===== src/rtl/modulo_batalha_grid_ctrl_pkg.sv =====
// Shared status codes, FSM states and cell indexing for the battleship grid controller.
package modulo_batalha_grid_ctrl_pkg;

    typedef enum logic [2:0] {
        ST_IDLE    = 3'd0,
        ST_MISS    = 3'd1,
        ST_HIT     = 3'd2,
        ST_REPEAT  = 3'd3,
        ST_INVALID = 3'd4,
        ST_WIN     = 3'd5,
        ST_LOSE    = 3'd6
    } status_e;

    typedef enum logic {
        PLAY = 1'b0,
        OVER = 1'b1
    } game_state_e;

    localparam int SYNC_DEPTH = 2;
    localparam int NUM_DIGITS = 3;

    // Cell (r,c), both 1-based, lives at the MSB end of the flat map for (1,1).
    function automatic int cell_bit(input int rows, input int cols, input int r, input int c);
        return rows * cols - 1 - ((r - 1) * cols + (c - 1));
    endfunction

endpackage


===== src/rtl/modulo_batalha_grid_ctrl_if.sv =====
// Game inputs and display/status outputs of the battleship core, bundled as one port.
interface modulo_batalha_grid_ctrl_if
    import modulo_batalha_grid_ctrl_pkg::*;
#(
    parameter int ROWS = 7,
    parameter int COLS = 5,
    parameter int RW   = 3,
    parameter int CW   = 3
);
    // confirm/clear are raw level buttons with no ready back-pressure: the core
    // synchronises and edge-detects them, so one press is one action however long it is held.
    logic [ROWS*COLS-1:0] ship_map;
    logic [RW-1:0]        coord_row;
    logic [CW-1:0]        coord_col;
    logic                 confirm;
    logic                 clear;
    logic                 show_ships;
    logic [COLS-1:0]      m_col;
    logic [ROWS-1:0]      m_line;
    logic [1:0]           digit_sel;
    logic [3:0]           digit_val;
    logic [2:0]           status;
    logic [7:0]           shots;
    logic                 game_over;
    game_state_e          fsm_state;

    modport master (
        output ship_map, coord_row, coord_col, confirm, clear, show_ships,
        input  m_col, m_line, digit_sel, digit_val, status, shots, game_over, fsm_state
    );

    modport slave (
        input  ship_map, coord_row, coord_col, confirm, clear, show_ships,
        output m_col, m_line, digit_sel, digit_val, status, shots, game_over, fsm_state
    );

endinterface


===== src/rtl/modulo_contador_div.sv =====
// Wrap counter 0..N-1 that advances when en is high; tick marks the wrapping cycle.
module modulo_contador_div #(
    parameter  int N = 4,
    localparam int W = (N > 1) ? $clog2(N) : 1
) (
    input  logic         clk,
    input  logic         clr_n,
    input  logic         en,
    output logic [W-1:0] cnt,
    output logic         tick
);

    assign tick = en && (cnt == W'(N - 1));

    always_ff @(posedge clk or negedge clr_n) begin
        if (!clr_n) begin
            cnt <= '0;
        end else if (en) begin
            cnt <= tick ? '0 : cnt + 1'b1;
        end
    end

endmodule


===== src/rtl/modulo_batalha_grid_ctrl.sv =====
// Battleship core: shot judgement FSM with shot limit, LED column scan and 7-seg digit multiplexing.
module modulo_batalha_grid_ctrl
    import modulo_batalha_grid_ctrl_pkg::*;
#(
    parameter int ROWS      = 7,
    parameter int COLS      = 5,
    parameter int RW        = 3,
    parameter int CW        = 3,
    parameter int MAX_SHOTS = 10,
    parameter int SCAN_DIV  = 1000,
    parameter int DIG_DIV   = 1000
) (
    input logic                      clk,
    input logic                      clr_n,
    modulo_batalha_grid_ctrl_if.slave bus
);

    localparam int NCELL = ROWS * COLS;
    localparam int IW    = (NCELL > 1) ? $clog2(NCELL) : 1;
    localparam int COLW  = (COLS > 1) ? $clog2(COLS) : 1;
    localparam int SW    = (SCAN_DIV > 1) ? $clog2(SCAN_DIV) : 1;
    localparam int DW    = (DIG_DIV > 1) ? $clog2(DIG_DIV) : 1;

    // Button conditioning: sync stages then one edge-detect stage; the pulse is registered.
    logic [SYNC_DEPTH:0] confirm_sync, clear_sync;
    logic                confirm_p, clear_p;

    always_ff @(posedge clk or negedge clr_n) begin
        if (!clr_n) begin
            confirm_sync <= '0;
            clear_sync   <= '0;
            confirm_p    <= 1'b0;
            clear_p      <= 1'b0;
        end else begin
            confirm_sync <= {confirm_sync[SYNC_DEPTH-1:0], bus.confirm};
            clear_sync   <= {clear_sync[SYNC_DEPTH-1:0], bus.clear};
            confirm_p    <= confirm_sync[SYNC_DEPTH-1] & ~confirm_sync[SYNC_DEPTH];
            clear_p      <= clear_sync[SYNC_DEPTH-1] & ~clear_sync[SYNC_DEPTH];
        end
    end

    game_state_e      state_q, state_d;
    status_e          status_q, status_d;
    logic [7:0]       shots_q, shots_d;
    logic [NCELL-1:0] attacked_q, attacked_d;
    logic [RW-1:0]    last_row_q, last_row_d;
    logic [CW-1:0]    last_col_q, last_col_d;
    logic [IW-1:0]    tgt_bit;
    logic             coord_bad;

    assign tgt_bit   = IW'(cell_bit(ROWS, COLS, int'(bus.coord_row), int'(bus.coord_col)));
    assign coord_bad = (bus.coord_row == '0) || (bus.coord_row > RW'(ROWS)) ||
                       (bus.coord_col == '0) || (bus.coord_col > CW'(COLS));

    always_ff @(posedge clk or negedge clr_n) begin
        if (!clr_n) begin
            state_q    <= PLAY;
            status_q   <= ST_IDLE;
            shots_q    <= '0;
            attacked_q <= '0;
            last_row_q <= '0;
            last_col_q <= '0;
        end else begin
            state_q    <= state_d;
            status_q   <= status_d;
            shots_q    <= shots_d;
            attacked_q <= attacked_d;
            last_row_q <= last_row_d;
            last_col_q <= last_col_d;
        end
    end

    always_comb begin
        state_d    = state_q;
        status_d   = status_q;
        shots_d    = shots_q;
        attacked_d = attacked_q;
        last_row_d = last_row_q;
        last_col_d = last_col_q;
        if (clear_p) begin
            state_d    = PLAY;
            status_d   = ST_IDLE;
            shots_d    = '0;
            attacked_d = '0;
            last_row_d = '0;
            last_col_d = '0;
        end else if (confirm_p && state_q == PLAY) begin
            last_row_d = bus.coord_row;
            last_col_d = bus.coord_col;
            if (coord_bad) begin
                status_d = ST_INVALID;
            end else if (attacked_q[tgt_bit]) begin
                status_d = ST_REPEAT;
            end else begin
                attacked_d[tgt_bit] = 1'b1;
                shots_d             = shots_q + 8'd1;
                status_d            = bus.ship_map[tgt_bit] ? ST_HIT : ST_MISS;
                // The last ship cell sunk ends the game even on the final allowed shot.
                if (bus.ship_map[tgt_bit] && ((bus.ship_map & ~attacked_d) == '0) &&
                    (bus.ship_map != '0)) begin
                    status_d = ST_WIN;
                    state_d  = OVER;
                end else if (shots_d == 8'(MAX_SHOTS)) begin
                    status_d = ST_LOSE;
                    state_d  = OVER;
                end
            end
        end
    end

    logic            scan_tick, dig_tick, col_wrap_unused, dig_wrap_unused;
    logic [SW-1:0]   scan_pre_unused;
    logic [DW-1:0]   dig_pre_unused;
    logic [COLW-1:0] col_cnt;
    logic [1:0]      dig_cnt;

    modulo_contador_div #(.N(SCAN_DIV)) u_scan_pre (
        .clk(clk), .clr_n(clr_n), .en(1'b1), .cnt(scan_pre_unused), .tick(scan_tick)
    );
    modulo_contador_div #(.N(COLS)) u_col_cnt (
        .clk(clk), .clr_n(clr_n), .en(scan_tick), .cnt(col_cnt), .tick(col_wrap_unused)
    );
    modulo_contador_div #(.N(DIG_DIV)) u_dig_pre (
        .clk(clk), .clr_n(clr_n), .en(1'b1), .cnt(dig_pre_unused), .tick(dig_tick)
    );
    modulo_contador_div #(.N(NUM_DIGITS)) u_dig_cnt (
        .clk(clk), .clr_n(clr_n), .en(dig_tick), .cnt(dig_cnt), .tick(dig_wrap_unused)
    );

    logic [NCELL-1:0] view_map;
    logic [ROWS-1:0]  line_d;
    logic [3:0]       digit_d;

    always_comb begin
        view_map = bus.show_ships ? (bus.ship_map | attacked_q) : attacked_q;
        if (status_q == ST_WIN) view_map = bus.ship_map;
        line_d = '0;
        for (int r = 1; r <= ROWS; r++) begin
            line_d[r-1] = view_map[IW'(cell_bit(ROWS, COLS, r, int'(col_cnt) + 1))];
        end
        case (dig_cnt)
            2'd0:    digit_d = {1'b0, status_q};
            2'd1:    digit_d = 4'(last_row_q);
            2'd2:    digit_d = 4'(last_col_q);
            default: digit_d = '0;
        endcase
    end

    logic [COLS-1:0] m_col_q;
    logic [ROWS-1:0] m_line_q;
    logic [1:0]      digit_sel_q;
    logic [3:0]      digit_val_q;

    always_ff @(posedge clk or negedge clr_n) begin
        if (!clr_n) begin
            m_col_q     <= COLS'(1);
            m_line_q    <= '0;
            digit_sel_q <= '0;
            digit_val_q <= '0;
        end else begin
            m_col_q     <= COLS'(1) << col_cnt;
            m_line_q    <= line_d;
            digit_sel_q <= dig_cnt;
            digit_val_q <= digit_d;
        end
    end

    assign bus.m_col     = m_col_q;
    assign bus.m_line    = m_line_q;
    assign bus.digit_sel = digit_sel_q;
    assign bus.digit_val = digit_val_q;
    assign bus.status    = status_q;
    assign bus.shots     = shots_q;
    assign bus.game_over = (state_q == OVER);
    assign bus.fsm_state = state_q;

endmodule


===== src/flat_wrapper.sv =====
// flat-port wrapper written by rule: the top's interface ports become plain ports
module modulo_batalha_grid_ctrl_flat import modulo_batalha_grid_ctrl_pkg::*;
#(
    parameter int ROWS      = 7,
    parameter int COLS      = 5,
    parameter int RW        = 3,
    parameter int CW        = 3,
    parameter int MAX_SHOTS = 10,
    parameter int SCAN_DIV  = 1000,
    parameter int DIG_DIV   = 1000
)
  (clk, clr_n, bus_ship_map, bus_coord_row, bus_coord_col, bus_confirm, bus_clear, bus_show_ships, bus_m_col, bus_m_line, bus_digit_sel, bus_digit_val, bus_status, bus_shots, bus_game_over, bus_fsm_state);
  modulo_batalha_grid_ctrl_if #(.ROWS(ROWS), .COLS(COLS), .RW(RW), .CW(CW)) bus_i ();
  input logic clk;
  input logic clr_n;
  input wire logic [$bits(bus_i.ship_map)-1:0] bus_ship_map;
  input wire logic [$bits(bus_i.coord_row)-1:0] bus_coord_row;
  input wire logic [$bits(bus_i.coord_col)-1:0] bus_coord_col;
  input wire logic [$bits(bus_i.confirm)-1:0] bus_confirm;
  input wire logic [$bits(bus_i.clear)-1:0] bus_clear;
  input wire logic [$bits(bus_i.show_ships)-1:0] bus_show_ships;
  output wire logic [$bits(bus_i.m_col)-1:0] bus_m_col;
  output wire logic [$bits(bus_i.m_line)-1:0] bus_m_line;
  output wire logic [$bits(bus_i.digit_sel)-1:0] bus_digit_sel;
  output wire logic [$bits(bus_i.digit_val)-1:0] bus_digit_val;
  output wire logic [$bits(bus_i.status)-1:0] bus_status;
  output wire logic [$bits(bus_i.shots)-1:0] bus_shots;
  output wire logic [$bits(bus_i.game_over)-1:0] bus_game_over;
  output wire logic [$bits(bus_i.fsm_state)-1:0] bus_fsm_state;
  assign bus_i.ship_map = bus_ship_map;
  assign bus_i.coord_row = bus_coord_row;
  assign bus_i.coord_col = bus_coord_col;
  assign bus_i.confirm = bus_confirm;
  assign bus_i.clear = bus_clear;
  assign bus_i.show_ships = bus_show_ships;
  assign bus_m_col = bus_i.m_col;
  assign bus_m_line = bus_i.m_line;
  assign bus_digit_sel = bus_i.digit_sel;
  assign bus_digit_val = bus_i.digit_val;
  assign bus_status = bus_i.status;
  assign bus_shots = bus_i.shots;
  assign bus_game_over = bus_i.game_over;
  assign bus_fsm_state = bus_i.fsm_state;
  modulo_batalha_grid_ctrl #(.ROWS(ROWS), .COLS(COLS), .RW(RW), .CW(CW), .MAX_SHOTS(MAX_SHOTS), .SCAN_DIV(SCAN_DIV), .DIG_DIV(DIG_DIV)) u_core (.clk(clk), .clr_n(clr_n), .bus(bus_i));
endmodule

===== config.mk =====
export PLATFORM = sky130hd
export DESIGN_NAME = modulo_batalha_grid_ctrl_flat
export DESIGN_NICKNAME = d
export VERILOG_FILES = /design/src/rtl/modulo_batalha_grid_ctrl_pkg.sv /design/src/rtl/modulo_batalha_grid_ctrl_if.sv /design/src/rtl/modulo_contador_div.sv /design/src/rtl/modulo_batalha_grid_ctrl.sv /design/src/flat_wrapper.sv
export SDC_FILE = /design/constraint.sdc
export NUM_CORES = 1
export LEC_CHECK = 0
export BUFFER_PORTS_ARGS = -buffer_cell sky130_fd_sc_hd__buf_4
export CORE_ASPECT_RATIO = 0.8
export CORE_MARGIN = 1.5
export CORE_UTILIZATION = 59
export DETAILED_ROUTE_END_ITERATION = 8
export PLACE_DENSITY = 0.84
export SYNTH_ARGS = -nofsm -noshare
export SYNTH_HDL_FRONTEND = slang
export SYNTH_HIERARCHICAL = 1
export SYNTH_SLANG_ARGS = --single-unit

===== constraint.sdc =====
create_clock -name clk -period 5.1 [get_ports clk]
set_clock_uncertainty 0.15 [all_clocks]
set_input_delay 1.02 -clock clk [delete_from_list [all_inputs] [get_ports clk]]
set_output_delay 1.02 -clock clk [all_outputs]
set_load 0.05 [all_outputs]

# Word level (Yosys, flattened, before mapping)
# Cells that the tools add are included.
dict set report totals {
  reg_bits 103
  inputBits 46
  output_inout_bits 31
  wordCells 150
}
dict set report classes {
  n_addsub 24
  mul 1
  magnitude_cmp 11
  eq_ne 9
  shift 1
  mux 59
  bitwise_logic 9
  n_reduce_logical 18
}
# op n
set ops {}
lappend ops {{35-bit two-way mux} 6}
lappend ops {{35-bit OR} 2}
lappend ops {{6-bit by 8-bit < comparator with 1-bit output (second input constant)} 7}
lappend ops {{1-bit binary-select mux with 6-bit select} 9}
lappend ops {{6-bit subtractor (first input constant)} 8}
lappend ops {{35-bit AND} 1}
lappend ops {{35-bit logical NOT} 1}
lappend ops {{35-bit NOT} 1}
lappend ops {{35-bit nonzero test} 1}
lappend ops {{3-bit two-way mux} 11}
lappend ops {{32-bit by 4-bit multiplier with 6-bit output (second input constant)} 1}
lappend ops {{8-bit two-way mux} 4}
lappend ops {{1-bit two-way mux} 23}
lappend ops {{10-bit by 1-bit adder with 10-bit output (second input constant)} 2}
lappend ops {{10-bit equality test (second input constant)} 2}
lappend ops {{10-bit two-way mux} 2}
lappend ops {{6-bit adder (first input constant)} 3}
lappend ops {{5-bit by 6-bit adder with 6-bit output (first input constant)} 2}
lappend ops {{3-bit case mux with 3 select lines} 1}
lappend ops {{8-bit by 1-bit adder with 8-bit output (second input constant)} 1}
lappend ops {{8-bit by 4-bit equality test with 1-bit output (second input constant)} 1}
lappend ops {{3-bit by 1-bit subtractor with 4-bit output (second input constant)} 2}
lappend ops {{6-bit by 7-bit < comparator with 1-bit output (second input constant)} 1}
lappend ops {{4-bit by 6-bit adder with 6-bit output (first input constant)} 1}
lappend ops {{24 further kinds} 39}

# Logic depth before layout (Yosys ltp)
dict set report logic_depth {
  word_depth 19
  mapped_depth 22
  mapped_depth_nobuf 19
}

# Hierarchy
# Netlist, hierarchy kept.
# mod n_inst cells_per_inst area_each_um2 seq_area_each_um2
set modules_own_cells {}
lappend modules_own_cells {modulo_batalha_grid_ctrl 1 677 6190.9 1953.1}
lappend modules_own_cells {{modulo_contador_div at u_core.u_dig_pre ...} 2 54 553.0 250.2}
lappend modules_own_cells {{modulo_contador_div at u_core.u_col_cnt} 1 15 161.4 75.1}
lappend modules_own_cells {{modulo_contador_div at u_core.u_dig_cnt} 1 7 92.6 50.0}

# Least setup slack after synthesis
# No wires, ideal clock.
dict set report synth_timing {
  path_kind {input to register}
  start {input port bus_coord_row[0]}
  end {register u_core.status_q[0], in the netlist u_core/bus.status[0]}
  setup_ns 0.094
  t_arrival_ns 5.487
  required_time_ns 4.856
  slack_ns -0.631
  stages 19
  path_buffers 2
  cell_sequence {inv_1 -> ha_1 -> xor2_1 -> ha_1 -> ha_1 -> fa_1 -> fa_1 -> inv_1 -> ha_1 -> inv_1 -> fa_1 -> buf_2 -> nor2b_1 -> clkbuf_1 -> a311oi_1 -> nor4_1 -> nand2_1 -> or4_4 -> a221oi_2}
}
dict set report synth_between {
  elab_chain_len 19
  word_cells_on_any_way 31
  classes_between {add/sub: 3; mul: 1; order compare: 3; mux: 13; bitwise: 3; reduce/logical: 8}
}
# item line_no
set synth_lines {}
lappend synth_lines {{from (decl)} flat_wrapper.sv:17} ;# input wire logic [$bits(bus_i.coord_row)-1:0] bus_coord_row;
lappend synth_lines {{3-bit by 1-bit subtractor with 4-bit output} modulo_batalha_grid_ctrl_pkg.sv:24} ;# return rows * cols - 1 - ((r - 1) * cols + (c - 1));
lappend synth_lines {{32-bit by 4-bit multiplier with 6-bit output} modulo_batalha_grid_ctrl_pkg.sv:24}
lappend synth_lines {{6-bit adder} modulo_batalha_grid_ctrl_pkg.sv:24}
lappend synth_lines {{6-bit subtractor} modulo_batalha_grid_ctrl_pkg.sv:24}
lappend synth_lines {{6-bit by 7-bit < comparator with 1-bit output (not written as such) or 6-bit by 1-bit greater-or-equal comparator with 1-bit output (tied branches)} modulo_batalha_grid_ctrl.sv:95} ;# attacked_d[tgt_bit] = 1'b1;
lappend synth_lines {{1-bit logical AND (not written as such)} modulo_batalha_grid_ctrl.sv:95}
lappend synth_lines {{1-bit two-way mux (not written as such)} modulo_batalha_grid_ctrl.sv:95}
lappend synth_lines {{1-bit demux with 6-bit select} --}
lappend synth_lines {{(+2 left out)} --}
lappend synth_lines {{35-bit AND} modulo_batalha_grid_ctrl.sv:99} ;# if (bus.ship_map[tgt_bit] && ((bus.ship_map & ~attacked_d) == '0) &&
lappend synth_lines {{35-bit logical NOT} modulo_batalha_grid_ctrl.sv:99}
lappend synth_lines {{1-bit logical AND (2 in series)} modulo_batalha_grid_ctrl.sv:99}
lappend synth_lines {{3-bit two-way mux} modulo_batalha_grid_ctrl.sv:99}
lappend synth_lines {{3-bit two-way mux} modulo_batalha_grid_ctrl.sv:92} ;# end else if (attacked_q[tgt_bit]) begin
lappend synth_lines {{3-bit two-way mux (*)} modulo_batalha_grid_ctrl.sv:90} ;# if (coord_bad) begin
lappend synth_lines {{3-bit two-way mux (*)} modulo_batalha_grid_ctrl.sv:87} ;# end else if (confirm_p && state_q == PLAY) begin
lappend synth_lines {{3-bit two-way mux (*)} modulo_batalha_grid_ctrl.sv:80} ;# if (clear_p) begin
lappend synth_lines {{to (signal assigned)} modulo_batalha_grid_ctrl.sv:65} ;# status_q <= status_d;
lappend synth_lines {{to (decl)} modulo_batalha_grid_ctrl.sv:43} ;# status_e status_q, status_d;
# Every way passes the cells marked *; elsewhere a longest branch is shown, timed or not. The select of a mux whose other input is x is not followed.
# A chain may end at the register's enable or synchronous reset.

# Worst setup path in the final report
# Ends and elaborated chain as after synthesis.

==> key figures <==
Run status
  • Outcome: complete, but fails checks
  • Violations in the final reports: setup timing

Worst setup path
  • Worst flop-to-flop path startpoint: u_core/u_col_cnt/cnt[0]$_DFFE_PN0P_
  • Buffer and inverter count on the worst path: 7
  • R2r endpoint: u_core/bus.m_line[6]$_DFF_PN0_
  • Slowest CP cell: or4_4
  • CP Cell Sequence: buf_12 > inv_12 > ha_4 > xor2_4 > ha_4 > ha_4 > fa_1 > fa_1 > inv_1 > ha_2 > inv_2 > fa_2 > xnor2_2 > xnor2_2 > xnor2_2 > buf_6 > buf_12 > buf_12 > a311oi_2 > nor4_2 > nand4_1 > or4_4 > a221oi_2
  • CP Capture Type: flop
  • CP top delay family: adder cells
  • Startpoint types: input port
  • Critical path data required time: 5.20 ns
  • Crit path max fanout: 7
  • Worst Reg-to-Reg Cells: 8
  • Critical Path Max Stage Delay: 0.56 ns
  • Worst-case register-to-register setup slack: 1.71 ns
  • Setup CP Type: in2reg
  • Arrival @ worst endpoint: 5.77 ns

Synth
  • Synthesis warning total: 6
  • Average size of a mapped cell: 9.36 sq um
  • Synthesized area: 7530 sq um
  • Cells after synthesis: 805

Routing
  • Avg WL per Cell: 23.9 microns
  • DRT iter0 DRCs: 886
  • Routed vias/inst: 6.84
  • DR DRC count: 0
  • Total Wirelength: 26400 microns
  • Pre-antenna DRT Iters: 7
  • DR vias: 7552
  • Routed Antenna Nets: 0

Global routing
  • Tot GR Track Use: 37.0%
  • GR Layer Usage met3: 6.33%
  • Global route overflow: 0
  • Vias in the first global route: 6942
  • Met2 Use GR: 55.7%
  • Global routing's busiest layer: met2
  • Largest net degree at the start of global routing: 72
  • Initial antenna violation count: 0
  • First-pass GRT wire length: 38500 microns
  • Global routing usage on met1: 54.9%

Hold path
  • Min-delay src: u_core/clear_sync[0]$_DFF_PN0_
  • Worst hold path class: reg2reg
  • Hold Crit Depth: 0
  • Worst Hold End: u_core/clear_sync[1]$_DFF_PN0_

Floorplan
  • Starting Density: 61.3%
  • Die height: 104 microns
  • Die area: 13500 sq um
  • Num rows: 36
  • Boundary pin count: 77
  • Placeable Area: 12300 sq um
  • Die X: 129 microns

Timing
  • Min Clock Period, post-route: 5.68 ns
  • Worst slew margin: 40.9%
  • Hold Fails Final Rpt: 0
  • Worst slew pin tran: 0.886 ns
  • Setup-failing EPs final: 47
  • Post-route setup slack: -0.576 ns
  • Pins Over Slew Limit: 0
  • Setup tns final: -17.05 ns
  • RSZ-0062 raised after global routing: yes
  • Final period utilization: 111%
  • Max Fclk: 176 MHz

Clock tree
  • Cts bufs inserted: 9
  • H-tree levels: 3
  • Clock root cell: clkbuf_16
  • Cts hold-fix bufs: 0
  • Reg clk slew, reported paths: 0.07 ns
  • Clk sinks: 103
  • CTS Buffer Depth: 2
  • Clock Latency Late Sink: 0.36 ns
  • CTS tree: built

Cells and area
  • Layout cells sized above 1: 31.5%
  • Finished Core Util: 80.8%
  • Ant diodes: 0
  • Fin cells: 1104
  • Syn-to-layout area delta: 32.0%
  • # nets final: 1016

Power and ir drop
  • LEAKAGE: 4.41 nW
  • Worst vdd ir: 0.320 mV
  • Pwr Density: 458 nW/um^2

Placement
  • Routability cong.: 1.03
  • DP Cell Count: 1072
  • # port buffers: 75
  • DP Wirelength: 18000 microns

Flow run
  • Max-cap violations: 0
routing by layer:
layer	vias up	routed length, microns
met4	0	889
met3	103	2730
met2	516	12100
met1	3698	10700
li1	3235	-
met5	-	0
per-stage QoR:
| stage | setup slack [ns] | hold slack (ns) | instance area [sq um] | total power, mW |
|---|---|---|---|---|
| detailed placement | -0.947 | 0.186 | 8790 | 3.12 |
| floorplan | -0.391 | 0.181 | 7710 | 2.38 |
| CTS | -0.547 | 0.211 | 9370 | 4.13 |
| global placement | -0.813 | 0.184 | 8790 | 3.07 |
| global route | -0.653 | 0.224 | 9940 | 4.72 |
| finish | -0.576 | 0.210 | 9940 | 4.56 |
power breakdown:
group / switching (mW) / internal, mW / total [mW]
sequential: 0.184 / 0.926 / 1.11
clock: 0.305 / 0.456 / 0.761
combinational: 1.49 / 1.19 / 2.69
total: 1.98 / 2.58 / 4.56
registers in the layout, indices dropped and copies added (netlist names), 3 cells and up:
| register | count |
|---|---|
| u_core/last_row_q | 3 |
| u_core/clear_sync | 3 |
| u_core/u_scan_pre/cnt | 10 |
| u_core/u_col_cnt/cnt | 3 |
| u_core/bus.m_col | 5 |
| u_core/u_dig_pre/cnt | 10 |
| u_core/confirm_sync | 3 |
| u_core/bus.digit_val | 3 |
| u_core/bus.status | 3 |
| u_core/bus.shots | 8 |
| u_core/last_col_q | 3 |
| u_core/bus.m_line | 7 |
| u_core/attacked_q | 35 |
how the worst max path moves through the flow:
stage,startpoint,end,slack (ns),cells after the start
after detailed placement,bus_coord_row[1],u_core/bus.fsm_state$_DFFE_PN0P_,-0.95,21
after global routing,bus_coord_row[0],u_core/bus.status[0]$_DFFE_PN0N_,-0.65,23
after floorplan,bus_coord_row[1],u_core/bus.status[1]$_DFFE_PN0N_,-0.39,20
after global placement,bus_coord_row[1],u_core/bus.status[1]$_DFFE_PN0N_,-0.81,21
final,bus_coord_row[0],u_core/bus.status[0]$_DFFE_PN0N_,-0.58,23
after CTS,bus_coord_row[1],u_core/bus.status[0]$_DFFE_PN0N_,-0.55,22
worst register-to-register path, delay by kind of cell, from the launching register on:
family,cells,cell delay [ns]
buffers and inverters,1,0.42
flip-flops,1,0.91
multiplexers,1,0.26
AO/OA/AOI/OAI,4,0.81
AND/OR/NAND/NOR,1,0.07
adder cells (fa/ha/maj),1,0.66
layout make-up:
| type | count | area, sq um |
|---|---|---|
| multi-input cells | 590 | 5120 |
| repair buffers | 166 | 1450 |
| clock inverters | 4 | 76.3 |
| flip-flops and latches | 103 | 2580 |
| well taps | 171 | 214 |
| inverters | 59 | 246 |
| clock buffers | 11 | 253 |
| fillers | 733 | 2360 |
cells in the final DEF (no fill, tap or decap), drive strengths merged, types with 14 or more instances in the layout:
cell      n
mux4     19
inv      60
nand3    19
ha       38
a22o     22
nand2b   15
dfrtp   102
nor2b    17
mux2i    33
a21oi    35
buf     165
o21ai    18
mux2     14
nand2    60
nor2     70
a31oi    37
nor4     16
a311oi   28
what timing repair did:
item / CTS / global route
buffers inserted: 4 / 9
endpoints found under the setup margin: 47 / 47
cloned: 4 / 1
pin swaps: 9 / 26
gates resized for setup: 26 / 61
No activity file was read; power rests on OpenSTA's default activity.
